[config.mk]
export PLATFORM = sky130hd
export DESIGN_NAME = mem_port_arbiter
export DESIGN_NICKNAME = d
export VERILOG_FILES = /design/src/rtl/mem_port_arbiter.sv
export SDC_FILE = /design/constraint.sdc
export NUM_CORES = 1
export LEC_CHECK = 0
export BUFFER_PORTS_ARGS = -buffer_cell sky130_fd_sc_hd__buf_2
export CAP_MARGIN = 25
export CORE_MARGIN = 4
export CORE_UTILIZATION = 25
export DETAILED_ROUTE_END_ITERATION = 7
export MAX_ROUTING_LAYER = met4
export PLACE_DENSITY = 0.59
export RECOVER_POWER = 100
export SYNTH_ARGS = -nofsm -noshare
export SYNTH_HDL_FRONTEND = slang
export SYNTH_SLANG_ARGS = --single-unit
[constraint.sdc]
create_clock -name clk -period 2.05 [get_ports clk]
set_clock_uncertainty 0.15 [all_clocks]
set_input_delay 0.41 -clock clk [delete_from_list [all_inputs] [get_ports clk]]
set_output_delay 0.41 -clock clk [all_outputs]
set_load 0.01 [all_outputs]
[src/rtl/mem_port_arbiter.sv]
// Arbitrates the fetch and data ports onto one 64-bit fixed-latency memory, one access at a time.
// Build option: define MEM_ARB_DPRIO_EN for fixed data priority instead of round-robin.
module mem_port_arbiter #(
  parameter int I_ADDR_BITS = 6,
  parameter int D_ADDR_BITS = 6,
  parameter int M_ADDR_BITS = 4,
  parameter int LATENCY     = 2
) (
  input  logic                   clk,
  input  logic                   rst_n,
  input  logic                   i_req,
  input  logic [I_ADDR_BITS-1:0] i_addr,
  output logic                   i_ack,
  output logic [31:0]            i_rdata,
  input  logic                   d_req,
  input  logic                   d_we,
  input  logic [D_ADDR_BITS-1:0] d_addr,
  input  logic [63:0]            d_wdata,
  output logic                   d_ack,
  output logic [63:0]            d_rdata,
  output logic                   m_en,
  output logic                   m_we,
  output logic [M_ADDR_BITS-1:0] m_addr,
  output logic [63:0]            m_wdata,
  input  logic [63:0]            m_rdata,
  output logic                   busy
);

  typedef enum logic [1:0] {S_IDLE, S_CMD, S_WAIT, S_ACK} state_t;

  localparam int IW = M_ADDR_BITS + I_ADDR_BITS;
  localparam int DW = M_ADDR_BITS + D_ADDR_BITS;

  state_t                 state_q, state_d;
  logic                   grant_d_q, grant_d_d;
  logic                   sel_hi_q, sel_hi_d;
  logic [3:0]             cnt_q, cnt_d;
  logic                   m_en_q, m_en_d;
  logic                   m_we_q, m_we_d;
  logic [M_ADDR_BITS-1:0] m_addr_q, m_addr_d;
  logic [63:0]            m_wdata_q, m_wdata_d;
  logic                   i_ack_q, i_ack_d;
  logic                   d_ack_q, d_ack_d;
  logic [31:0]            i_rdata_q, i_rdata_d;
  logic [63:0]            d_rdata_q, d_rdata_d;
  logic                   busy_q, busy_d;
  logic                   grant_data;
`ifndef MEM_ARB_DPRIO_EN
  logic                   last_grant_q, last_grant_d;  // 1 = data was granted last
`endif

  // Byte address to doubleword address, zero-extended before the shift so
  // narrow ports and wide memories both resize cleanly.
  logic [IW-1:0] i_wide;
  logic [DW-1:0] d_wide;
  assign i_wide = IW'(i_addr) >> 3;
  assign d_wide = DW'(d_addr) >> 3;

  logic unused_addr_bits;
  assign unused_addr_bits = ^{i_wide[IW-1:M_ADDR_BITS], d_wide[DW-1:M_ADDR_BITS]};

`ifdef MEM_ARB_DPRIO_EN
  assign grant_data = d_req;
`else
  assign grant_data = d_req && (!i_req || !last_grant_q);
`endif

  always_comb begin
    state_d   = state_q;
    grant_d_d = grant_d_q;
    sel_hi_d  = sel_hi_q;
    cnt_d     = cnt_q;
    m_en_d    = 1'b0;
    m_we_d    = 1'b0;
    m_addr_d  = m_addr_q;
    m_wdata_d = m_wdata_q;
    i_ack_d   = 1'b0;
    d_ack_d   = 1'b0;
    i_rdata_d = i_rdata_q;
    d_rdata_d = d_rdata_q;
`ifndef MEM_ARB_DPRIO_EN
    last_grant_d = last_grant_q;
`endif
    case (state_q)
      S_IDLE: begin
        if (i_req || d_req) begin
          grant_d_d = grant_data;
`ifndef MEM_ARB_DPRIO_EN
          last_grant_d = grant_data;
`endif
          sel_hi_d  = i_addr[2];
          m_en_d    = 1'b1;
          m_we_d    = grant_data && d_we;
          m_addr_d  = grant_data ? d_wide[M_ADDR_BITS-1:0] : i_wide[M_ADDR_BITS-1:0];
          if (grant_data) m_wdata_d = d_wdata;
          state_d   = S_CMD;
        end
      end
      S_CMD: begin
        if (m_we_q) begin
          d_ack_d = 1'b1;
          state_d = S_ACK;
        end else begin
          cnt_d   = 4'(LATENCY - 1);
          state_d = S_WAIT;
        end
      end
      S_WAIT: begin
        // The final WAIT cycle is exactly LATENCY cycles after CMD.
        if (cnt_q == 4'd0) begin
          if (grant_d_q) d_rdata_d = m_rdata;
          else           i_rdata_d = sel_hi_q ? m_rdata[63:32] : m_rdata[31:0];
          d_ack_d = grant_d_q;
          i_ack_d = !grant_d_q;
          state_d = S_ACK;
        end else begin
          cnt_d = cnt_q - 4'd1;
        end
      end
      S_ACK:   state_d = S_IDLE;
      default: state_d = S_IDLE;
    endcase
    busy_d = (state_d != S_IDLE);
  end

  always_ff @(posedge clk or negedge rst_n) begin
    if (!rst_n) begin
      state_q   <= S_IDLE;
      grant_d_q <= 1'b0;
      sel_hi_q  <= 1'b0;
      cnt_q     <= 4'd0;
      m_en_q    <= 1'b0;
      m_we_q    <= 1'b0;
      m_addr_q  <= '0;
      m_wdata_q <= 64'd0;
      i_ack_q   <= 1'b0;
      d_ack_q   <= 1'b0;
      i_rdata_q <= 32'd0;
      d_rdata_q <= 64'd0;
      busy_q    <= 1'b0;
`ifndef MEM_ARB_DPRIO_EN
      last_grant_q <= 1'b0;
`endif
    end else begin
      state_q   <= state_d;
      grant_d_q <= grant_d_d;
      sel_hi_q  <= sel_hi_d;
      cnt_q     <= cnt_d;
      m_en_q    <= m_en_d;
      m_we_q    <= m_we_d;
      m_addr_q  <= m_addr_d;
      m_wdata_q <= m_wdata_d;
      i_ack_q   <= i_ack_d;
      d_ack_q   <= d_ack_d;
      i_rdata_q <= i_rdata_d;
      d_rdata_q <= d_rdata_d;
      busy_q    <= busy_d;
`ifndef MEM_ARB_DPRIO_EN
      last_grant_q <= last_grant_d;
`endif
    end
  end

  assign m_en    = m_en_q;
  assign m_we    = m_we_q;
  assign m_addr  = m_addr_q;
  assign m_wdata = m_wdata_q;
  assign i_ack   = i_ack_q;
  assign d_ack   = d_ack_q;
  assign i_rdata = i_rdata_q;
  assign d_rdata = d_rdata_q;
  assign busy    = busy_q;

endmodule
==> reports/qor.yml, run 1 <==
status: "finished, final reports clean"
firstDrtPassIters: 4
synth_nets: 640
peakVddDrop_v: 0.000552
p_leak_nw: 4.30
cp.arrival_ns: 2.05
cpMaxStageDelayCell: "dfrtp_1"
yosys.area.top_type: "dfrtp_1"
grt_setup_unrepaired: "no"
hold_ws_ns: 0.0453
wl_met1_um: 8710
holdCritPathClass: "primary input to flip-flop"
synth_seq_cells: 176
end_kind: "flip-flop"
path_cells: "a21boi_0, nand2_4, buf_4, mux2_1"
top_layer_used: "met4"
final_hold_viol_count: 0
post_drt_wl_per_cell_um: 17.2
die_w_um: 182
dp.cells: 1175
viasPerCell: 4.23
routed_wl_um: 20700
yosysMostFrequentCell: "dfrtp_1"
synth_area_leaders: "dfrtp_1 58%, mux2_4 20%, mux2_2 4.8%"
maxSlewHeadroom_pct: 53.1
fin_tns_setup_ns: 0
drv_cap: 0
yosys-top-cells-count: "176 x dfrtp_1, 98 x mux2_4, 65 x o21ai_0"
num_rows: 63
drc: 0
required_ns: 2.20
cts.clk_slew.worst_paths_ns: 0.07
syn_to_final_growth_pct: 26.7
dieHeight_um: 182
drt_iter0_drc: 180
instances_no_fill: 1203
cts_inserted_buffers: 17
synth-edff-count: 0
grt_pass1_vias: 5578
multiInputGateArea_mm2: 0.00251
post-route-min-period_ns: 1.90
synthCells: 489
post-dp-hpwl_um: 15000
post_cts_buffers: 0
crit_buf_inv: 1
seq_area_mm2: 0.00441
vias: 5089
synth_largest_type_area_fraction_pct: 58.5
grt_pass1_wl_um: 32300
ctsResizeCount: 0
htreeDepth: 4
grt_max_degree: 51
slowest_delay_ns: 0.44
path_max_fanout: 14
final_antenna_net_count: 0
met2_length_um: 10400
cts_buffer_depth: 2
cellPowerDensity_mw_per_mm2: 1610
postCtsHoldBufs: 1
synth_ff_type: "dfrtp_1"
async_reset_ff_share_pct: 100
wl_met3_um: 1040
antenna_found_initial: 0
routabilityCongestion: 0.770
tightest_slew_ns: 0.704
nets: 956
setup_viol: 0
grt.total_usage_pct: 12.9
syn_area_per_cell_um2: 15.4
yosysSeqAreaShare_pct: 58.5
period_share_pct: 92.6
synthDistinctLibCells: 34
cp_top_family: "flip-flops"
cts_tree: "built"
max_freq_mhz: 527
dieArea_mm2: 0.0330
io_pins: 314
diodes: 0
core_mm2: 0.0297
ctsRootBufferMaster: "clkbuf_16"
syn_area_mm2: 0.00753
grt_overflow_total: 0
ys_warn_count: 0
start_util_pct: 25.3
fillCellCount: 3122
drv_slew: 0
cts_sinks: 176
io_buffers: 307
start_kind: "flip-flop"
critical_path_class: "flip-flop to flip-flop"
drive_above_1_share_pct: 28.8
clk_latency_ns: 0.42
==> cell usage in the layout (no fill, tap or decap), drive strengths merged, types with 2 or more instances in the layout <==
| cell type | count |
|---|---|
| inv | 7 |
| ha | 6 |
| nor3 | 4 |
| bufinv | 3 |
| o21ai | 66 |
| buf | 151 |
| dfrtp | 176 |
| mux2 | 130 |
| clkinv | 2 |
| nor2b | 2 |
| mux2i | 35 |
| a21oi | 4 |
| clkbuf | 198 |
| nor2 | 4 |
| nand2 | 7 |
| o31ai | 3 |
==> kinds of logic (layout without fill, tap and decap cells) <==
kind of cell               count (synthesis)  count (layout)  share of synthesized area [%]
adders and majority gates                  6               6                          0.997
DFF                                      176             176                           58.5
other                                      1               1                         0.0498
buffers and inverters                     39             363                           4.05
AOI/OAI and AO/OA                         77              77                           5.48
muxes                                    165             165                           29.0
and+or+nand+nor                           25              25                           1.96
==> state kept, by name (all words and copies together), names as in the netlist <==
signal,cells
i_rdata,32
busy,1
i_ack,1
d_ack,1
m_we,1
d_rdata,64
state_q,2
m_en,1
m_addr,3
m_wdata,64
cnt_q,4
last_grant_q,1
sel_hi_q,1
==> per-layer routing <==
layer | vias to the layer above | global-route usage, %
met3 | 35 | 2.74
met2 | 159 | 21.0
li1 | 2366 | -
met1 | 2529 | 15.6
met5 | - | -
met4 | 0 | 4.98
==> stage by stage <==
stage | total power, mW | instance area [um^2] | worst slack, ns | util (%)
final | 15.3 | 9540 | 0.151 | 32.1
after global routing | 16.5 | 9540 | 0.0386 | 32.1
after CTS | 17.0 | 10200 | 0.103 | 34.2
after detailed placement | 13.6 | 9590 | 0.110 | 32.3
after global placement | 13.4 | 9590 | 0.117 | 32.3
after floorplan | 10.6 | 7530 | 0.121 | -
==> path summary, 6_finish.rpt <==
check | endpoint | depth (start not counted) | slack (ns) | start
hold / removal | m_wdata[10] | 2 | 0.05 | d_wdata[10]
setup reg to reg | m_wdata[48] | 4 | 0.15 | last_grant_q
min in group asynchronous | m_wdata[41] | 2 | 0.34 | rst_n
max in group asynchronous | m_wdata[4] | 3 | 0.32 | rst_n
hold reg to reg | d_rdata[61] | 1 | 0.34 | d_rdata[61]
setup / recovery | m_wdata[48] | 4 | 0.15 | last_grant_q
==> power by group <==
group	internal, mW	total (mW)	switching, mW
Clock	1.95	3.30	1.35
Combinational	2.53	5.86	3.33
Sequential	5.25	6.17	0.928
==> layout make-up <==
cell class                      instances  share of cell area, %
Timing Repair Buffer                  329                   16.1
Clock inverter                          6                   1.17
Inverter                                7                  0.275
Sequential cell                       176                   46.2
Multi-Input combinational cell        274                   26.4
Clock buffer                           21                   4.83
Tap cell                              390                   5.12
No activity file was read; power rests on OpenSTA's default activity.
==> run 2: changes to the inputs <==
--- a/config.mk
+++ b/config.mk
@@ -10,6 +10,7 @@
 export CORE_MARGIN = 4
 export CORE_UTILIZATION = 25
 export DETAILED_ROUTE_END_ITERATION = 7
+export GPL_TIMING_DRIVEN = 0
 export MAX_ROUTING_LAYER = met4
 export PLACE_DENSITY = 0.59
 export RECOVER_POWER = 100
==> run 2 against run 1 <==
Effect of this change:
- utilization increased by 2.3 points
- register-to-register slack got worse by 0.06 ns
- sequential power about the same
- final area increased by 7.1%
- sequential share of layout area decreased by 3.1 points
- largest cell class unchanged
- largest power group is now combinational cells
==> reports/qor.yml, run 2 (synthesis results as in run 1) <==
nets: 973
start_kind: "flip-flop"
grt_pass1_vias: 5547
setup_viol: 0
place_ws_ns: -0.240
die_w_um: 182
grt_pass1_wl_um: 33400
instances_no_fill: 1225
viasPerCell: 4.20
power_frac_seq_pct: 36.9
grt_setup_unrepaired: "yes"
gr-usage-met3_pct: 2.84
p_int_mw: 10.8
io_pins: 314
post-dp-hpwl_um: 15800
diodes: 0
cellPowerDensity_mw_per_mm2: 1630
placed_area_mm2: 0.00959
grt_overflow_total: 0
p_total_mw: 16.7
start_util_pct: 25.3
cts_inserted_buffers: 17
post-route-min-period_ns: 1.96
final_util_pct: 34.4
clk_latency_ns: 0.43
swShare_pct: 34.9
vias: 5150
critical_path_class: "flip-flop to flip-flop"
grt.total_usage_pct: 13.5
antenna_found_initial: 0
final_common_cell: "buf_2"
holdCritPathClass: "primary input to flip-flop"
cts_buffer_depth: 2
setup_slack_ns: 0.0868
met2_usage_pct: 21.7
reg2regPathDepth: 8
cts_sinks: 176
hold_depth: 2
drive_above_1_share_pct: 60.2
peakVddDrop_v: 0.000502
dieArea_mm2: 0.0330
drc: 0
firstDrtPassIters: 4
max_freq_mhz: 509
path_max_fanout: 10
cts_tree: "built"
maxSlewHeadroom_pct: 43.8
syn_to_final_growth_pct: 35.7
core_mm2: 0.0297
htreeDepth: 4
dp.cells: 1187
combPwrFrac_pct: 44.4
final_cell_mix: "314 x buf_2, 176 x dfrtp_1, 98 x mux2_4"
pwr-share-clk_pct: 18.7
tightest_slew_ns: 0.843
fillCellCount: 3015
status: "finished, final reports clean"
grt_util_met1_pct: 16.7
drt_iter0_drc: 134
routabilityCongestion: 0.795
design_area_mm2: 0.0102
ctsRootBufferMaster: "clkbuf_16"
period_share_pct: 95.8
final_antenna_net_count: 0
drv_slew: 0
required_ns: 2.21
grt.busiest_layer: "met2"
p_sw_mw: 5.82
post_drt_wl_per_cell_um: 17.8
end_kind: "flip-flop"
dieHeight_um: 182
num_rows: 63
io_buffers: 307
grt_max_degree: 109
routed_wl_um: 21800
cts.clk_slew.worst_paths_ns: 0.07
p_leak_nw: 5.29
drv_cap: 0
cp.arrival_ns: 2.12
final_hold_viol_count: 0
## run 2: metal layers
metal	vias up	routed length, um
met4	0	531
met3	28	902
met5	-	0
met1	2559	9500
met2	157	10800
li1	2406	-
## run 2: worst max-delay path: stages (launching register included)
cell and delay, ns:
dfrtp_1 0.40, inv_2 0.07, ha_1 0.15, buf_6 0.11
and4bb_4 0.27, nand2_4 0.07, buf_12 0.16, buf_12 0.15
mux2_4 0.30
## run 2: worst paths after layout
check / slack, ns / to / start
setup / recovery: 0.09 / d_rdata[23] / state_q[0]
max in group asynchronous: 0.36 / d_rdata[51] / rst_n
min in group asynchronous: 0.48 / m_wdata[1] / rst_n
hold reg to reg: 0.35 / m_wdata[26] / m_wdata[26]
setup reg to reg: 0.09 / d_rdata[23] / state_q[0]
hold / removal: 0.06 / m_wdata[31] / d_wdata[31]
## run 2: area by class of cell
| cell class | count | area [um^2] | share of cell area, % |
|---|---|---|---|
| flip-flops and latches | 176 | 4400 | 43.1 |
| multi-input cells | 274 | 2830 | 27.7 |
| repair buffers | 315 | 1630 | 15.9 |
| well taps | 390 | 488 | 4.78 |
| clock buffers | 23 | 458 | 4.48 |
| plain buffers | 31 | 297 | 2.90 |
| clock inverters | 9 | 86.3 | 0.845 |
| inverters | 7 | 26.3 | 0.257 |
## run 2: power by group through the flow
stage	combinational, mW	clock, mW	sequential (mW)
6_report	7.39	3.11	6.15
5_1_grt	7.99	3.40	6.38
4_1_cts	7.47	3.23	6.14
3_5_place_dp	7.41	0	6.17
3_3_place_gp	7.30	0	6.12
2_1_floorplan	3.61	0	6.95
## run 2: repair_timing
action / CTS / global route
buffers inserted: 2 / 4
hold buffers: 1 / 0
gates cloned: 0 / 0
gates resized for setup: 10 / 7
endpoints found under the setup margin: 91 / 75
pin swaps: 1 / 0
hold endpoints to repair: 107 / 0
## run 2: stage by stage
| step | setup TNS (ns) | hold WS (ns) |
|---|---|---|
| after floorplan | 0 | -0.0356 |
| after global placement | -474.62 | 0.332 |
| after detailed placement | -8.89 | 0.336 |
| after CTS | 0 | 0.0295 |
| after global routing | -0.00748 | 0.0263 |
| final | 0 | 0.0584 |
